`config.mk`:
```
export PLATFORM = sky130hd
export DESIGN_NAME = reg_ul_access_mc
export DESIGN_NICKNAME = d
export VERILOG_FILES = /design/src/rtl/reg_ul_access_mc.sv
export SDC_FILE = /design/constraint.sdc
export NUM_CORES = 2
export LEC_CHECK = 0
export CORE_ASPECT_RATIO = 1.75
export CORE_MARGIN = 1.5
export CORE_UTILIZATION = 60
export DETAILED_ROUTE_END_ITERATION = 16
export PLACE_DENSITY_LB_ADDON = 0.15
export SETUP_SLACK_MARGIN = 0.2
export SLEW_MARGIN = 5
export SYNTH_ARGS = -nofsm -noshare
export SYNTH_HDL_FRONTEND = slang
export SYNTH_SLANG_ARGS = --single-unit
```
`constraint.sdc`:
```
create_clock -name clks -period 3.4 [get_ports clks]
set_clock_uncertainty 0.1 [all_clocks]
set_input_delay 1.02 -clock clks [delete_from_list [all_inputs] [get_ports clks]]
set_output_delay 1.02 -clock clks [all_outputs]
set_load 0.05 [all_outputs]
```
`src/rtl/reg_ul_access_mc.sv`:
```
// Register bank for the user-logic CPU path: global version/scratch/vled registers plus NUM_CH add/accumulate channels.
// Define REG_UL_ACCESS_MC_SAT_EN to clamp a channel result to all-ones on carry-out instead of wrapping.
module reg_ul_access_mc #(
    parameter int          CPU_ADDR_WIDTH = 12,
    parameter int          CPU_DATA_WIDTH = 32,
    parameter int          NUM_CH         = 4,
    parameter logic [31:0] VER_TIME       = 32'h2018_0301,
    parameter logic [31:0] VER_TYPE       = 32'h00D1_0007
) (
    input  logic                      clks,
    input  logic                      reset_n,
    input  logic                      cpu_wr,
    input  logic [CPU_ADDR_WIDTH-1:0] cpu_wr_addr,
    input  logic [CPU_DATA_WIDTH-1:0] cpu_data_in,
    input  logic                      cpu_rd,
    output logic [CPU_DATA_WIDTH-1:0] cpu_data_out,
    output logic                      cpu_rd_vld,
    output logic [15:0]               ul2sh_vled,
    output logic [NUM_CH-1:0]         ch_done_irq
);
    localparam int AW = CPU_ADDR_WIDTH;
    localparam int DW = CPU_DATA_WIDTH;
    localparam logic [DW-1:0] ZERO_W = {DW{1'b0}};
    localparam logic [DW-1:0] ONES_W = {DW{1'b1}};
    localparam logic [DW-1:0] ONE_W  = DW'(1'b1);
    localparam logic [DW-1:0] DEAD_W = DW'(32'hDEAD_BEEF);

    typedef enum logic [1:0] {ST_IDLE = 2'd0, ST_CALC = 2'd1, ST_DONE = 2'd2} ch_state_t;

    function automatic logic glb_hit(input logic [AW-1:0] a);
        return (a[AW-1:3] == {(AW-3){1'b0}}) && (a[2:0] <= 3'd5);
    endfunction

    function automatic logic ch_hit(input logic [AW-1:0] a);
        return (a[AW-1:8] == (AW-8)'(1'b1)) && (a[7:3] < 5'(NUM_CH)) && (a[2:0] <= 3'd5);
    endfunction

    logic [DW-1:0]             scratch_r, ill_cnt_r, data_out_r, rd_data_s, rd_ch_s;
    logic [15:0]               vled_r;
    logic                      rd_pend_r, rd_vld_r, glb_wr_s, acc_ill_s;
    logic [AW-1:0]             rd_addr_r;
    logic [NUM_CH-1:0][DW-1:0] ch_rdata_s;
    logic [NUM_CH-1:0]         ch_irq_s;

    assign glb_wr_s  = cpu_wr && glb_hit(cpu_wr_addr);
    assign acc_ill_s = (cpu_wr || cpu_rd) && !glb_hit(cpu_wr_addr) && !ch_hit(cpu_wr_addr);

    // Global RW registers and the saturating illegal-access counter
    always_ff @(posedge clks or negedge reset_n) begin
        if (!reset_n) begin
            scratch_r <= ZERO_W;
            vled_r    <= 16'h0000;
            ill_cnt_r <= ZERO_W;
        end else begin
            if (glb_wr_s && (cpu_wr_addr[2:0] == 3'd2)) scratch_r <= cpu_data_in;
            if (glb_wr_s && (cpu_wr_addr[2:0] == 3'd3)) vled_r <= cpu_data_in[15:0];
            if (glb_wr_s && (cpu_wr_addr[2:0] == 3'd5)) ill_cnt_r <= ZERO_W;
            else if (acc_ill_s && (ill_cnt_r != ONES_W)) ill_cnt_r <= ill_cnt_r + ONE_W;
        end
    end

    // Read pipeline: capture the request, register the selected word on the following edge
    always_ff @(posedge clks or negedge reset_n) begin
        if (!reset_n) begin
            rd_pend_r  <= 1'b0;
            rd_addr_r  <= {AW{1'b0}};
            rd_vld_r   <= 1'b0;
            data_out_r <= ZERO_W;
        end else begin
            rd_pend_r <= cpu_rd;
            if (cpu_rd) rd_addr_r <= cpu_wr_addr;
            rd_vld_r <= rd_pend_r;
            if (rd_pend_r) data_out_r <= rd_data_s;
        end
    end

    // Read data select for the captured address
    always_comb begin
        rd_ch_s   = ZERO_W;
        rd_data_s = DEAD_W;
        for (int i = 0; i < NUM_CH; i++) begin
            rd_ch_s = (rd_addr_r[7:3] == 5'(i)) ? ch_rdata_s[i] : rd_ch_s;
        end
        if (glb_hit(rd_addr_r)) begin
            case (rd_addr_r[2:0])
                3'd0:    rd_data_s = DW'(VER_TIME);
                3'd1:    rd_data_s = DW'(VER_TYPE);
                3'd2:    rd_data_s = scratch_r;
                3'd3:    rd_data_s = DW'(vled_r);
                3'd4:    rd_data_s = DW'(5'(NUM_CH));
                3'd5:    rd_data_s = ill_cnt_r;
                default: rd_data_s = DEAD_W;
            endcase
        end else if (ch_hit(rd_addr_r)) begin
            rd_data_s = rd_ch_s;
        end else begin
            rd_data_s = DEAD_W;
        end
    end

    for (genvar g = 0; g < NUM_CH; g++) begin : g_ch
        ch_state_t     state_r, state_nx_s;
        logic [DW-1:0] opa_r, opb_r, res_r, cnt_r, a_r, b_r, calc_res_s, rdata_s;
        logic [DW:0]   sum_s;
        logic          mode_r, done_r, ovf_r, drop_r, irq_r, busy_s, sel_s, go_s, clr_s, w1c_s;

        assign sel_s  = cpu_wr && ch_hit(cpu_wr_addr) && (cpu_wr_addr[7:3] == 5'(g));
        assign go_s   = sel_s && (cpu_wr_addr[2:0] == 3'd2) && cpu_data_in[0];
        assign clr_s  = sel_s && (cpu_wr_addr[2:0] == 3'd2) && cpu_data_in[2];
        assign w1c_s  = sel_s && (cpu_wr_addr[2:0] == 3'd4);
        assign busy_s = (state_r != ST_IDLE);
        assign sum_s  = {1'b0, a_r} + {1'b0, b_r};
`ifdef REG_UL_ACCESS_MC_SAT_EN
        assign calc_res_s = sum_s[DW] ? ONES_W : sum_s[DW-1:0];
`else
        assign calc_res_s = sum_s[DW-1:0];
`endif

        // Channel FSM next state
        always_comb begin
            state_nx_s = state_r;
            case (state_r)
                ST_IDLE: begin
                    if (go_s) state_nx_s = ST_CALC;
                    else      state_nx_s = ST_IDLE;
                end
                ST_CALC: state_nx_s = ST_DONE;
                ST_DONE: state_nx_s = ST_IDLE;
                default: state_nx_s = ST_IDLE;
            endcase
        end

        // Channel registers; set events take priority over write-1-to-clear
        always_ff @(posedge clks or negedge reset_n) begin
            if (!reset_n) begin
                state_r <= ST_IDLE;
                opa_r   <= ZERO_W;
                opb_r   <= ZERO_W;
                res_r   <= ZERO_W;
                cnt_r   <= ZERO_W;
                a_r     <= ZERO_W;
                b_r     <= ZERO_W;
                mode_r  <= 1'b0;
                done_r  <= 1'b0;
                ovf_r   <= 1'b0;
                drop_r  <= 1'b0;
                irq_r   <= 1'b0;
            end else begin
                state_r <= state_nx_s;
                irq_r   <= (state_r == ST_DONE);
                if (sel_s && (cpu_wr_addr[2:0] == 3'd0)) opa_r <= cpu_data_in;
                if (sel_s && (cpu_wr_addr[2:0] == 3'd1)) opb_r <= cpu_data_in;
                if (sel_s && (cpu_wr_addr[2:0] == 3'd2)) mode_r <= cpu_data_in[1];
                // A clear issued with go makes an accumulate start from zero
                if (!busy_s && go_s) begin
                    a_r <= opa_r;
                    b_r <= cpu_data_in[1] ? (clr_s ? ZERO_W : res_r) : opb_r;
                end
                if (state_r == ST_CALC) res_r <= calc_res_s;
                else if (!busy_s && clr_s) res_r <= ZERO_W;
                if (state_r == ST_DONE) cnt_r <= cnt_r + ONE_W;
                if (state_r == ST_DONE) done_r <= 1'b1;
                else if (w1c_s && cpu_data_in[1]) done_r <= 1'b0;
                if ((state_r == ST_CALC) && sum_s[DW]) ovf_r <= 1'b1;
                else if (w1c_s && cpu_data_in[2]) ovf_r <= 1'b0;
                if (busy_s && (go_s || clr_s)) drop_r <= 1'b1;
                else if (w1c_s && cpu_data_in[3]) drop_r <= 1'b0;
            end
        end

        // Channel read word for the captured offset
        always_comb begin
            rdata_s = ZERO_W;
            case (rd_addr_r[2:0])
                3'd0:    rdata_s = opa_r;
                3'd1:    rdata_s = opb_r;
                3'd2:    rdata_s = DW'({mode_r, 1'b0});
                3'd3:    rdata_s = res_r;
                3'd4:    rdata_s = DW'({drop_r, ovf_r, done_r, busy_s});
                3'd5:    rdata_s = cnt_r;
                default: rdata_s = ZERO_W;
            endcase
        end

        assign ch_rdata_s[g] = rdata_s;
        assign ch_irq_s[g]   = irq_r;
    end

    assign cpu_data_out = data_out_r;
    assign cpu_rd_vld   = rd_vld_r;
    assign ul2sh_vled   = vled_r;
    assign ch_done_irq  = ch_irq_s;
endmodule
```
==> flow_summary.json <==
{
  "outcome": "complete, no violations",
  "synth_flop_cell": "dfrtp_1",
  "p_leak_nw": 26.1,
  "r2r-start": "g_ch[3].a_r[0]$_DFFE_PN0P_",
  "async_reset_ff_share_pct": 100,
  "hold_class": "input port to asynchronous set/reset pin",
  "final_cell_mix": "dfrtp_1, nand2_1, o21ai_0",
  "antenna_found_initial": 23,
  "fillers": 5965,
  "cts_buffers": 85,
  "synth_top_area_cell": "dfrtp_1",
  "cp_slowest_cell": "o41ai_4",
  "drv_slew": 0,
  "crit_family": "compound AO/OA/AOI/OAI gates",
  "area_delta_synth_final_pct": 16.5,
  "switchingPower_mw": 5.89,
  "required_ps": 3850,
  "cpMostUsedCell": "buf_4",
  "clkPwrFrac_pct": 43.6,
  "layout_commonest_cell": "dfrtp_1",
  "clockRootBuffer": "clkbuf_16",
  "ios": 101,
  "rsz0062_at_grt": "yes",
  "crit_type": "register to register",
  "rows": 135,
  "multi_input_area_um2": 22700,
  "vias": 39200,
  "io_buffers": 100,
  "yosysTopAreaCellShare_pct": 49.2,
  "maxCapViolCount": 0,
  "power_density_nw_per_um2": 428,
  "netlist_instances": 4604,
  "drt_iter0_markers": 3931,
  "p_int_mw": 17.5,
  "seq_power_share_pct": 47.9,
  "cts_tree": "built",
  "post-route-util_pct": 70.7,
  "yosysSeqAreaShare_pct": 49.2,
  "synth_seq_cells": 922,
  "whs_ps": 167,
  "seqCellArea_um2": 23100,
  "die_height_um": 373,
  "htreeDepth": 3,
  "hpwl_um": 110000,
  "yosysWarnings": 0,
  "die_area_um2": 80000,
  "synth-edff-count": 0,
  "vdd_drop_max_mv": 0.435,
  "power_frac_comb_pct": 8.5,
  "avgSynthCellArea_um2": 10.2,
  "vias_per_cell": 6.61,
  "reg2regPathDepth": 15,
  "reg2reg_slack_ps": 60,
  "path_cells": "ha_2 -> inv_2 -> fa_2 -> nor2b_1 -> buf_4 -> o2111ai_4 -> a41o_1 -> a211oi_2 -> buf_4 -> o211ai_1 -> nand2_2 -> o41ai_4 -> buf_4 -> xor2_2 -> o21ai_1",
  "insertion_delay_ps": 680,
  "die_w_um": 214,
  "hold_buffers": 0,
  "wire_per_inst_um": 26.9,
  "wirelength_um": 160000,
  "synthesis.nets": 4789,
  "grt_pass1_vias": 38900,
  "gr-total-overflow": 0,
  "syn_area_um2": 46900,
  "tightest_slew_ps": 1350,
  "grt_max_degree": 117,
  "finalHoldViolCount": 0,
  "synth_area_leaders": "dfrtp_1, mux2_2, nand2_1, a22oi_1, o21ai_0",
  "finalCritPeriodShare_pct": 98.1,
  "cp_data_arrival_time_ps": 3790,
  "place.gp.congestion": 0.999,
  "core-area_um2": 77400,
  "start_kind": "register",
  "drive_gt1_share_pct": 18.4,
  "start_util_pct": 60.7,
  "track_usage_pct": 40.1,
  "fmax_mhz": 300,
  "drc": 0,
  "grt_first_pass_wirelength_um": 240000,
  "rr_endpoint": "g_ch[3].res_r[28]$_DFFE_PN0P_",
  "clk_pin_slew_ps": 80,
  "setup_viol": 0,
  "ant_nets": 0,
  "cts.sinks": 922,
  "post-route-min-period_ps": 3340,
  "synthDistinctLibCells": 85,
  "critPathCaptureType": "register",
  "cts_buffer_depth": 3,
  "slew_headroom_pct": 10.3,
  "crit_fanout": 2,
  "fin_nets": 5005,
  "firstDrtPassIters": 9,
  "path_buf_inv": 4,
  "swShare_pct": 25.2,
  "cpPeakStageDelay_ps": 440
}
==> Yosys cell counts (9+ instances only) <==
master and n:
a211oi_1 13, a21o_1 51, a21oi_1 244, a221o_1 39
a221oi_1 81, a22o_1 47, a22oi_1 249, a31oi_1 19
and2_1 10, and3_1 40, and4_1 12, buf_1 30
buf_2 46, clkbuf_1 204, dfrtp_1 922, ha_1 133
inv_1 98, mux2_1 30, mux2_2 334, mux2i_1 24
nand2_1 645, nand2b_1 35, nand3_1 100, nand3b_1 11
nand4_1 52, nor2_1 203, nor2b_1 24, nor3_1 32
o211ai_1 21, o21a_1 24, o21ai_0 351, o21ai_1 18
o21bai_1 19, o221ai_1 26, o22ai_1 20, o31ai_1 14
or2_2 9, or3_1 20, xnor2_1 138, xor2_1 101
==> final cells by class <==
class                   count  area share (%)
flip-flops and latches    922            42.2
multi-input cells        3293            41.6
repair buffers            417            7.75
clock buffers             124            4.64
well taps                1027            2.35
clock inverters            31           0.705
inverters                 101           0.698
diodes                     12          0.0549
==> how the worst max path moves through the flow <==
stage / cells past startpoint / slack [ps] / endpoint / from
5_1_grt: 15 / -60 / g_ch[3].res_r[30]$_DFFE_PN0P_ / g_ch[3].a_r[0]$_DFFE_PN0P_
3_3_place_gp: 10 / -360 / g_ch[3].b_r[31]$_DFFE_PN0P_ / cpu_wr_addr[5]
6_report: 15 / 60 / g_ch[3].res_r[28]$_DFFE_PN0P_ / g_ch[3].a_r[0]$_DFFE_PN0P_
4_1_cts: 15 / 170 / g_ch[3].res_r[28]$_DFFE_PN0P_ / g_ch[3].b_r[0]$_DFFE_PN0P_
2_1_floorplan: 8 / 240 / g_ch[0].a_r[0]$_DFFE_PN0P_ / cpu_wr_addr[1]
3_5_place_dp: 10 / -430 / ill_cnt_r[30]$_DFFE_PN0P_ / cpu_wr_addr[3]
==> flip-flops by register name, summed over array words and instances (netlist names) <==
register,count
rd_pend_r,1
g_ch.opb_r,128
g_ch.mode_r,4
cpu_data_out,32
g_ch.done_r,4
ill_cnt_r,32
g_ch.b_r,128
rd_addr_r,12
cpu_rd_vld,1
g_ch.a_r,128
g_ch.irq_r,4
g_ch.cnt_r,128
g_ch.ovf_r,4
scratch_r,32
g_ch.drop_r,4
g_ch.res_r,128
g_ch.state_r,8
g_ch.opa_r,128
ul2sh_vled,16
==> per-stage QoR <==
stage                     cell area (um^2)  setup TNS (ps)  worst slack, ps  total power [mW]  cells
after floorplan                      46900               0              239              12.2   4604
after global placement               51300         -103530             -365              13.3   5751
after detailed placement             51300         -133760             -429              13.3   5751
after CTS                            54300               0              167              23.4   5907
after global routing                 54700           -90.3            -55.1              23.9   5920
final                                54700               0             63.7              23.4   5927
==> cells by family (layout without fill, tap and decap cells) <==
logic type	after synthesis	after routing	synth area share [%]
and+or+nand+nor	1234	1234	11.9
other	0	12	0
xor gates and xnor gates	239	239	4.46
adders and majority gates	137	137	3.72
DFF	922	922	49.2
AOI/OAI and AO/OA	1295	1295	18.2
buffers and inverters	389	673	3.30
muxes	388	388	9.25
==> worst register-to-register path, delay by kind of cell, from the launching register on <==
| family | cells | cell delay, ps |
|---|---|---|
| buffers and inverters | 4 | 570 |
| DFF | 1 | 390 |
| adders and majority gates | 2 | 400 |
| xor gates and xnor gates | 1 | 130 |
| AOI/OAI and AO/OA | 6 | 1420 |
| and+or+nand+nor | 2 | 200 |
==> power by group through the flow <==
| stage | Combinational (mW) | Clock [mW] | Sequential [mW] |
|---|---|---|---|
| floorplan | 0.708 | 0 | 11.4 |
| global placement | 1.89 | 0 | 11.4 |
| detailed placement | 1.90 | 0 | 11.4 |
| CTS | 1.91 | 10.3 | 11.2 |
| global route | 2.06 | 10.7 | 11.2 |
| finish | 1.98 | 10.2 | 11.2 |
==> per-layer routing <==
metal	track usage, %	up-vias	part of all wire (%)
met1	47.6	19500	36
met3	10.0	587	9.0
met2	62.3	1933	46
li1	-	17100	-
met5	0	-	0.064
met4	31.6	16	9.3
==> repair_timing <==
action	in CTS	in global routing
endpoints found under the setup margin	9	188
buffers inserted	1	7
resized for setup	16	60
cloned	0	1
pin swaps	8	21
No activity file was read; power rests on OpenSTA's default activity.
